## src/rtl/rs_syndrome_serial_pkg.sv

```systemverilog
// rtl/rs_syndrome_serial_pkg.sv - shared GF(2^m) defaults and elaboration-time helpers
package rs_pkg;

    localparam int          SYMBOL_WIDTH_DEF = 8;
    localparam int unsigned PRIM_POLY_DEF    = 32'h11D;

    function automatic int clog2(input int value);
        int r = 0;
        for (int i = 0; i < 31; i++) begin
            if ((1 << i) < value) r = i + 1;
        end
        return r;
    endfunction

    // Field degree is taken from the highest set bit of the primitive polynomial.
    function automatic int unsigned gf_mul(input int unsigned a, input int unsigned b,
                                           input int unsigned poly);
        int unsigned w   = 0;
        int unsigned acc = 0;
        int unsigned x   = a;
        for (int i = 0; i < 32; i++) begin
            if (poly[i]) w = i;
        end
        for (int i = 0; i < 32; i++) begin
            if (b[i]) acc = acc ^ x;
            x = x << 1;
            if (x[w]) x = x ^ poly;
        end
        return acc;
    endfunction

    function automatic int unsigned gf_pow_alpha(input int j, input int unsigned poly);
        int unsigned r = 1;
        for (int i = 0; i < j; i++) begin
            r = gf_mul(r, 2, poly);
        end
        return r;
    endfunction

endpackage

```

## src/rtl/rs_syndrome_serial_if.sv

```systemverilog
// rtl/rs_syndrome_serial_if.sv - symbol input and syndrome result handshakes
interface rs_syndrome_serial_if #(
    parameter int SYMBOL_WIDTH = 8,
    parameter int NUM_SYND     = 2
);
    logic                             in_valid;
    logic                             in_ready;
    logic [SYMBOL_WIDTH-1:0]          in_sym;
    logic                             in_last;
    logic                             out_valid;
    logic                             out_ready;
    logic [NUM_SYND*SYMBOL_WIDTH-1:0] out_synd;
    logic                             out_err;
    logic                             out_len_err;

    modport slave (
        input  in_valid, in_sym, in_last, out_ready,
        output in_ready, out_valid, out_synd, out_err, out_len_err
    );

    modport master (
        output in_valid, in_sym, in_last, out_ready,
        input  in_ready, out_valid, out_synd, out_err, out_len_err
    );
endinterface

```

## src/rtl/rs_syndrome_serial_cell.sv

```systemverilog
// rtl/rs_syndrome_serial_cell.sv - one Horner accumulator evaluating v(alpha^J)
module rs_syndrome_cell
    import rs_pkg::*;
#(
    parameter int          SYMBOL_WIDTH = SYMBOL_WIDTH_DEF,
    parameter int          J            = 1,
    parameter int unsigned PRIM_POLY    = PRIM_POLY_DEF
) (
    input  logic                    clk,
    input  logic                    reset,
    input  logic                    load,
    input  logic                    en,
    input  logic [SYMBOL_WIDTH-1:0] sym,
    output logic [SYMBOL_WIDTH-1:0] s,
    output logic [SYMBOL_WIDTH-1:0] s_next
);

    localparam int unsigned COEF = gf_pow_alpha(J, PRIM_POLY);

    logic [SYMBOL_WIDTH-1:0] r_s;
    logic [SYMBOL_WIDTH-1:0] w_term [SYMBOL_WIDTH];
    logic [SYMBOL_WIDTH-1:0] w_prod;

    // Column k of the constant multiplier is alpha^J * x^k.
    for (genvar k = 0; k < SYMBOL_WIDTH; k++) begin : g_col
        localparam logic [SYMBOL_WIDTH-1:0] COL =
            SYMBOL_WIDTH'(gf_mul(32'd1 << k, COEF, PRIM_POLY));
        assign w_term[k] = r_s[k] ? COL : '0;
    end

    always_comb begin
        w_prod = '0;
        for (int k = 0; k < SYMBOL_WIDTH; k++) begin
            w_prod = w_prod ^ w_term[k];
        end
    end

    assign s_next = load ? sym : (w_prod ^ sym);
    assign s      = r_s;

    always_ff @(posedge clk or posedge reset) begin
        if (reset) begin
            r_s <= '0;
        end else if (en) begin
            r_s <= s_next;
        end
    end

endmodule

```

## src/rtl/rs_syndrome_serial.sv

```systemverilog
// rtl/rs_syndrome_serial.sv - symbol-serial Reed-Solomon syndrome generator
module rs_syndrome_serial
    import rs_pkg::*;
#(
    parameter int          SYMBOL_WIDTH = SYMBOL_WIDTH_DEF,
    parameter int          N            = 18,
    parameter int          NUM_SYND     = 2,
    parameter int unsigned PRIM_POLY    = PRIM_POLY_DEF
) (
    input  logic                clk,
    input  logic                reset,
    rs_syndrome_serial_if.slave bus
);

    localparam int CNT_W = clog2(N + 1);
    localparam int OW    = NUM_SYND * SYMBOL_WIDTH;

    localparam logic [0:0] ST_ACCUM = 1'b0;
    localparam logic [0:0] ST_HOLD  = 1'b1;

    logic [0:0]       r_state;
    logic [CNT_W-1:0] r_cnt;
    logic             r_out_valid;
    logic [OW-1:0]    r_out_synd;
    logic             r_out_err;
    logic             r_out_len_err;
    logic             r_hold_len_err;

    logic [OW-1:0]    w_acc;
    logic [OW-1:0]    w_acc_next;
    logic             w_fire;
    logic             w_last_pos;
    logic             w_term;
    logic             w_len_err;
    logic             w_out_free;
    logic             w_release;

    assign w_fire     = bus.in_valid && (r_state == ST_ACCUM);
    assign w_last_pos = (r_cnt == CNT_W'(N - 1));
    assign w_term     = w_fire && (bus.in_last || w_last_pos);
    assign w_len_err  = !(w_last_pos && bus.in_last);
    assign w_out_free = !r_out_valid || bus.out_ready;
    assign w_release  = (r_state == ST_HOLD) && r_out_valid && bus.out_ready;

    for (genvar g = 0; g < NUM_SYND; g++) begin : g_cell
        rs_syndrome_cell #(
            .SYMBOL_WIDTH (SYMBOL_WIDTH),
            .J            (g + 1),
            .PRIM_POLY    (PRIM_POLY)
        ) u_cell (
            .clk    (clk),
            .reset  (reset),
            .load   (r_cnt == '0),
            .en     (w_fire),
            .sym    (bus.in_sym),
            .s      (w_acc[g*SYMBOL_WIDTH +: SYMBOL_WIDTH]),
            .s_next (w_acc_next[g*SYMBOL_WIDTH +: SYMBOL_WIDTH])
        );
    end

    // A blocked frame stays in the accumulators until the output register frees up.
    always_ff @(posedge clk or posedge reset) begin
        if (reset) begin
            r_state        <= ST_ACCUM;
            r_cnt          <= '0;
            r_out_valid    <= 1'b0;
            r_out_synd     <= '0;
            r_out_err      <= 1'b0;
            r_out_len_err  <= 1'b0;
            r_hold_len_err <= 1'b0;
        end else begin
            if (w_fire) begin
                r_cnt <= w_term ? '0 : r_cnt + 1'b1;
            end

            if (w_term && w_out_free) begin
                r_out_valid   <= 1'b1;
                r_out_synd    <= w_acc_next;
                r_out_err     <= |w_acc_next;
                r_out_len_err <= w_len_err;
            end else if (w_release) begin
                r_out_valid   <= 1'b1;
                r_out_synd    <= w_acc;
                r_out_err     <= |w_acc;
                r_out_len_err <= r_hold_len_err;
            end else if (r_out_valid && bus.out_ready) begin
                r_out_valid   <= 1'b0;
            end

            if (w_term && !w_out_free) begin
                r_state        <= ST_HOLD;
                r_hold_len_err <= w_len_err;
            end else if (w_release) begin
                r_state        <= ST_ACCUM;
            end
        end
    end

    assign bus.in_ready    = (r_state == ST_ACCUM);
    assign bus.out_valid   = r_out_valid;
    assign bus.out_synd    = r_out_synd;
    assign bus.out_err     = r_out_err;
    assign bus.out_len_err = r_out_len_err;

endmodule

```

## src/flat_wrapper.sv

```systemverilog
// flat-port wrapper written by rule: the top's interface ports become plain ports
module rs_syndrome_serial_flat import rs_pkg::*;
#(
    parameter int          SYMBOL_WIDTH = SYMBOL_WIDTH_DEF,
    parameter int          N            = 18,
    parameter int          NUM_SYND     = 2,
    parameter int unsigned PRIM_POLY    = PRIM_POLY_DEF
)
  (clk, reset, bus_in_valid, bus_in_sym, bus_in_last, bus_out_ready, bus_in_ready, bus_out_valid, bus_out_synd, bus_out_err, bus_out_len_err);
  rs_syndrome_serial_if #(.SYMBOL_WIDTH(SYMBOL_WIDTH), .NUM_SYND(NUM_SYND)) bus_i ();
  input  logic clk;
  input  logic reset;
  input wire logic [$bits(bus_i.in_valid)-1:0] bus_in_valid;
  input wire logic [$bits(bus_i.in_sym)-1:0] bus_in_sym;
  input wire logic [$bits(bus_i.in_last)-1:0] bus_in_last;
  input wire logic [$bits(bus_i.out_ready)-1:0] bus_out_ready;
  output wire logic [$bits(bus_i.in_ready)-1:0] bus_in_ready;
  output wire logic [$bits(bus_i.out_valid)-1:0] bus_out_valid;
  output wire logic [$bits(bus_i.out_synd)-1:0] bus_out_synd;
  output wire logic [$bits(bus_i.out_err)-1:0] bus_out_err;
  output wire logic [$bits(bus_i.out_len_err)-1:0] bus_out_len_err;
  assign bus_i.in_valid = bus_in_valid;
  assign bus_i.in_sym = bus_in_sym;
  assign bus_i.in_last = bus_in_last;
  assign bus_i.out_ready = bus_out_ready;
  assign bus_in_ready = bus_i.in_ready;
  assign bus_out_valid = bus_i.out_valid;
  assign bus_out_synd = bus_i.out_synd;
  assign bus_out_err = bus_i.out_err;
  assign bus_out_len_err = bus_i.out_len_err;
  rs_syndrome_serial #(.SYMBOL_WIDTH(SYMBOL_WIDTH), .N(N), .NUM_SYND(NUM_SYND), .PRIM_POLY(PRIM_POLY)) u_core (.clk(clk), .reset(reset), .bus(bus_i));
endmodule
```

## config.mk

```make
export PLATFORM = sky130hd
export DESIGN_NAME = rs_syndrome_serial_flat
export DESIGN_NICKNAME = d
export VERILOG_FILES = /design/src/rtl/rs_syndrome_serial_pkg.sv /design/src/rtl/rs_syndrome_serial_if.sv /design/src/rtl/rs_syndrome_serial_cell.sv /design/src/rtl/rs_syndrome_serial.sv /design/src/flat_wrapper.sv
export SDC_FILE = /design/constraint.sdc
export NUM_CORES = 1
export LEC_CHECK = 0
export ABC_AREA = 1
export CELL_PAD_IN_SITES_DETAIL_PLACEMENT = 1
export CELL_PAD_IN_SITES_GLOBAL_PLACEMENT = 1
export CORE_AREA = 2 2 85 87
export CTS_BUF_LIST = sky130_fd_sc_hd__clkbuf_4
export CTS_CLUSTER_SIZE = 8
export DETAILED_ROUTE_END_ITERATION = 10
export DIE_AREA = 0 0 87 89
export GPL_ROUTABILITY_DRIVEN = 0
export GPL_TIMING_DRIVEN = 0
export PLACE_DENSITY_LB_ADDON = 0.08
export SLEW_MARGIN = 40
export SYNTH_ARGS = -nofsm -noshare
export SYNTH_HDL_FRONTEND = slang
export SYNTH_HIERARCHICAL = 1
export SYNTH_SLANG_ARGS = --single-unit
```

## constraint.sdc

```tcl
create_clock -name clk -period 2.35 [get_ports clk]
set_clock_uncertainty 0.1 [all_clocks]
set_input_delay 0.3525 -clock clk [delete_from_list [all_inputs] [get_ports clk]]
set_output_delay 0.3525 -clock clk [all_outputs]
set_load 0.01 [all_outputs]
```

==> results.py, run 1 <==
metrics = {
    "floorplan": {
        "io_pins": 33,
        "start_util_pct": 36.2,
        "die-area_um2": 7740,
        "core_area_um2": 6720,
        "die_y_um": 89,
        "rows": 30,
        "die_w_um": 87,
    },
    "timing": {
        "finalWorstSetupSlack_ps": 179,
        "finalSetupTns_ps": 0,
        "hold_viol_final": 0,
        "min_period_ps": 2170,
        "max_slew_margin_pct": 60.8,
        "finalMaxSlewViolations": 0,
        "fin_hold_ws_ps": 233,
        "tightest_slew_ps": 587,
        "fmax_ghz": 0.461,
        "setup_violations": 0,
        "fin_crit_sh_pct": 92.4,
    },
    "logic_synthesis": {
        "synth.top_cell.area_share_pct": 43.2,
        "yosysWarnings": 6,
        "syn_inst": 352,
        "ys_seq_elements": 42,
        "yosysTopAreaCell": "dfrtp_1",
        "synth_fp_nets": 368,
        "synth_area_leaders": "dfrtp_1, nand2_1, inv_1",
        "synth_area_um2": 2430,
        "synth-seq-area-share_pct": 43.2,
        "synth_cell_types": 24,
        "synth_area_per_cell_um2": 6.91,
    },
    "worst_setup_path": {
        "cp_max_fo": 10,
        "cp.arrival_ps": 2330,
        "worst_setup_path_end_kind": "flip-flop",
        "crit_type": "reg2reg",
        "required_ps": 2510,
        "worstSetupStartpointType": "flip-flop",
    },
    "cts": {
        "tritoncts": "yes",
        "path_clk_slew_ps": 130,
        "cts.sinks": 42,
        "clk_path_buf_depth": 2,
        "numCtsBuffers": 5,
        "root_buffer": "clkbuf_4",
        "cts_htree_levels": 2,
        "worstSkewPairLatency_ps": 350,
    },
    "min_path": {
        "worst_hold_path_type": "in2async",
    },
    "routing": {
        "remaining_drc_errors": 0,
        "drtIter0Drc": 59,
        "via_per_inst": 4.80,
        "vias": 2277,
        "wl_per_cell_um": 14.1,
        "routed_wl_mm": 6.71,
        "first_pass_iters": 6,
        "antenna_left": 0,
    },
    "placed_design": {
        "dpl-instance-area_um2": 2850,
        "dp_cells": 464,
        "port_buffers": 32,
        "pre_cts_ws_ps": -81.0,
        "hpwlAfterDp_mm": 5.30,
    },
    "pwr": {
        "power_frac_seq_pct": 34.7,
        "p_leak_nw": 1.58,
        "clock_power_share_pct": 11.7,
        "p_switching_mw": 1.82,
        "vdd_ir_drop_max_mv": 0.462,
        "cellPowerDensity_nw_per_um2": 1330,
        "p_int_mw": 2.14,
        "combPwrFrac_pct": 53.6,
        "swShare_pct": 45.9,
    },
    "final_layout": {
        "diodes": 0,
        "fin_nets": 409,
        "fillerInstances": 880,
        "fin_cells": 474,
        "final_area_um2": 2980,
        "multi_input_area_um2": 1180,
        "area.sequential_um2": 1050,
        "syn2layout_area_growth_pct": 22.6,
        "drive_gt1_share_pct": 10.2,
    },
    "global_route": {
        "grt_overflow": 0,
        "track_usage_pct": 18.2,
        "grt_pass1_wl_mm": 10.8,
        "grt_pass1_vias": 2209,
        "antenna_found_initial": 0,
        "grt_max_degree": 27,
    },
    "run_status": {
        "status": "completed",
    },
    "job": {
        "drv_cap": 0,
    },
}
==> area by class of cell <==
cell class                 instances  area share, %
tap                               80           3.36
buffer                             8           1.72
clock inverter                     3           1.34
timing repair buffer              34           11.2
clock buffer                       5           1.26
sequential                        42           35.2
multi-input combinational        252           39.4
inverter                          50           6.38
==> synth_stat cells <==
| cell | count |
|---|---|
| xnor2_1 | 2 |
| nand3_1 | 14 |
| o21ai_1 | 17 |
| nand2_1 | 136 |
| a21oi_1 | 2 |
| inv_2 | 5 |
| nor2_2 | 1 |
| inv_4 | 1 |
| nor3_1 | 1 |
| ha_1 | 3 |
| dfrtp_1 | 42 |
| clkbuf_1 | 1 |
| o21ai_0 | 11 |
| nor2_1 | 41 |
| buf_2 | 5 |
| buf_6 | 2 |
| nor2_4 | 2 |
| nand3b_1 | 1 |
| inv_1 | 43 |
| xor2_1 | 9 |
| nand4_1 | 6 |
| clkinv_1 | 1 |
| nand3_2 | 1 |
| nand2_2 | 5 |
==> placed cells by master, fill, tap and decap left out, types with 6 or more instances in the layout <==
cell type        netlist  routed
nand2_1              136     136
dfrtp_1               42      42
inv_1                 43      40
nor2_1                41      40
clkdlybuf4s50_1        0      32
o21ai_1               17      17
nand3_1               14      14
o21ai_0               11      11
inv_2                  5       8
nand4_1                6       6
==> power by group through the flow <==
stage / clock network [mW] / logic (mW) / registers, mW
after global placement: 0 / 2.01 / 1.38
after detailed placement: 0 / 2.08 / 1.39
after global routing: 0.506 / 2.43 / 1.42
after floorplan: 0 / 1.28 / 1.38
after CTS: 0.485 / 2.09 / 1.38
final: 0.464 / 2.12 / 1.37
==> cells by family after synthesis <==
| kind of cell | synth area share [%] |
|---|---|
| compound gates | 6.18 |
| xor+xnor | 3.96 |
| fa+ha+maj | 1.54 |
| buf+inv | 9.93 |
| flops | 43.2 |
| simple gates | 35.2 |
==> critical path: stages (launching register included) <==
cell     delay (ps)
dfrtp_1         410
inv_2            90
ha_1            150
nand2_1          90
nor2_4          140
inv_1            80
buf_6           150
nand2_1          90
xor2_2          180
inv_1            80
nor2_1          100
nand2_1          70
nor2_1          100
nand2_1          50
o21ai_1         130
nor2_1           60
==> layer usage <==
layer,vias up,global-route usage [%],routed length [um]
met4,0,4.69,75
met5,-,0,0
li1,1149,-,-
met1,1093,24.5,3260
met2,29,30.7,3190
met3,6,2.59,183
==> final timing paths <==
| kind | slack (ps) | end | cells past startpoint | from |
|---|---|---|---|---|
| max reg2reg | 180 | u_core/bus.out_err | 15 | u_core/r_cnt[0] |
| min reg2reg | 380 | u_core/bus.out_synd[1] | 2 | u_core/bus.out_synd[1] |
| min in group clk | 380 | u_core/bus.out_synd[1] | 2 | u_core/bus.out_synd[1] |
| max in group asynchronous | 1410 | u_core/bus.out_synd[0] | 2 | reset |
| min | 230 | u_core/g_cell[1].u_cell/s[0] | 2 | reset |
| max | 180 | u_core/bus.out_err | 15 | u_core/r_cnt[0] |
==> state kept, by name, indices dropped and copies added (netlist names) <==
| name | flops |
|---|---|
| u_core/r_hold_len_err | 1 |
| u_core/r_state | 1 |
| u_core/bus.out_err | 1 |
| u_core/bus.out_len_err | 1 |
| u_core/r_cnt | 5 |
| u_core/bus.out_synd | 16 |
| u_core/g_cell.u_cell/s | 16 |
| u_core/bus.out_valid | 1 |
==> metrics by stage <==
step                      util [%]  power (mW)
after global routing          44.4        4.36
after floorplan                  -        2.66
after global placement        42.4        3.39
after detailed placement      42.4        3.47
after CTS                     43.6        3.95
final                         44.4        3.96
==> repair_timing <==
item / 4_1_cts / 5_1_grt
endpoints found under the setup margin: 1 / 1
resized for setup: 1 / 7
gates cloned: 0 / 0
hold buffers: 0 / 0
setup buffers: 0 / 2
Power figures use the tool's default switching activity.
==> run 2, diff against run 1 <==
--- a/constraint.sdc
+++ b/constraint.sdc
@@ -4,2 +4,2 @@
 set_output_delay 0.3525 -clock clk [all_outputs]
-set_load 0.01 [all_outputs]
+set_load 0.05 [all_outputs]
==> results of run 2 <==
The final DEF is identical to that of run 1. Status: completed.
Among the figures that moved: total power 3.96 mW -> 4.46 mW
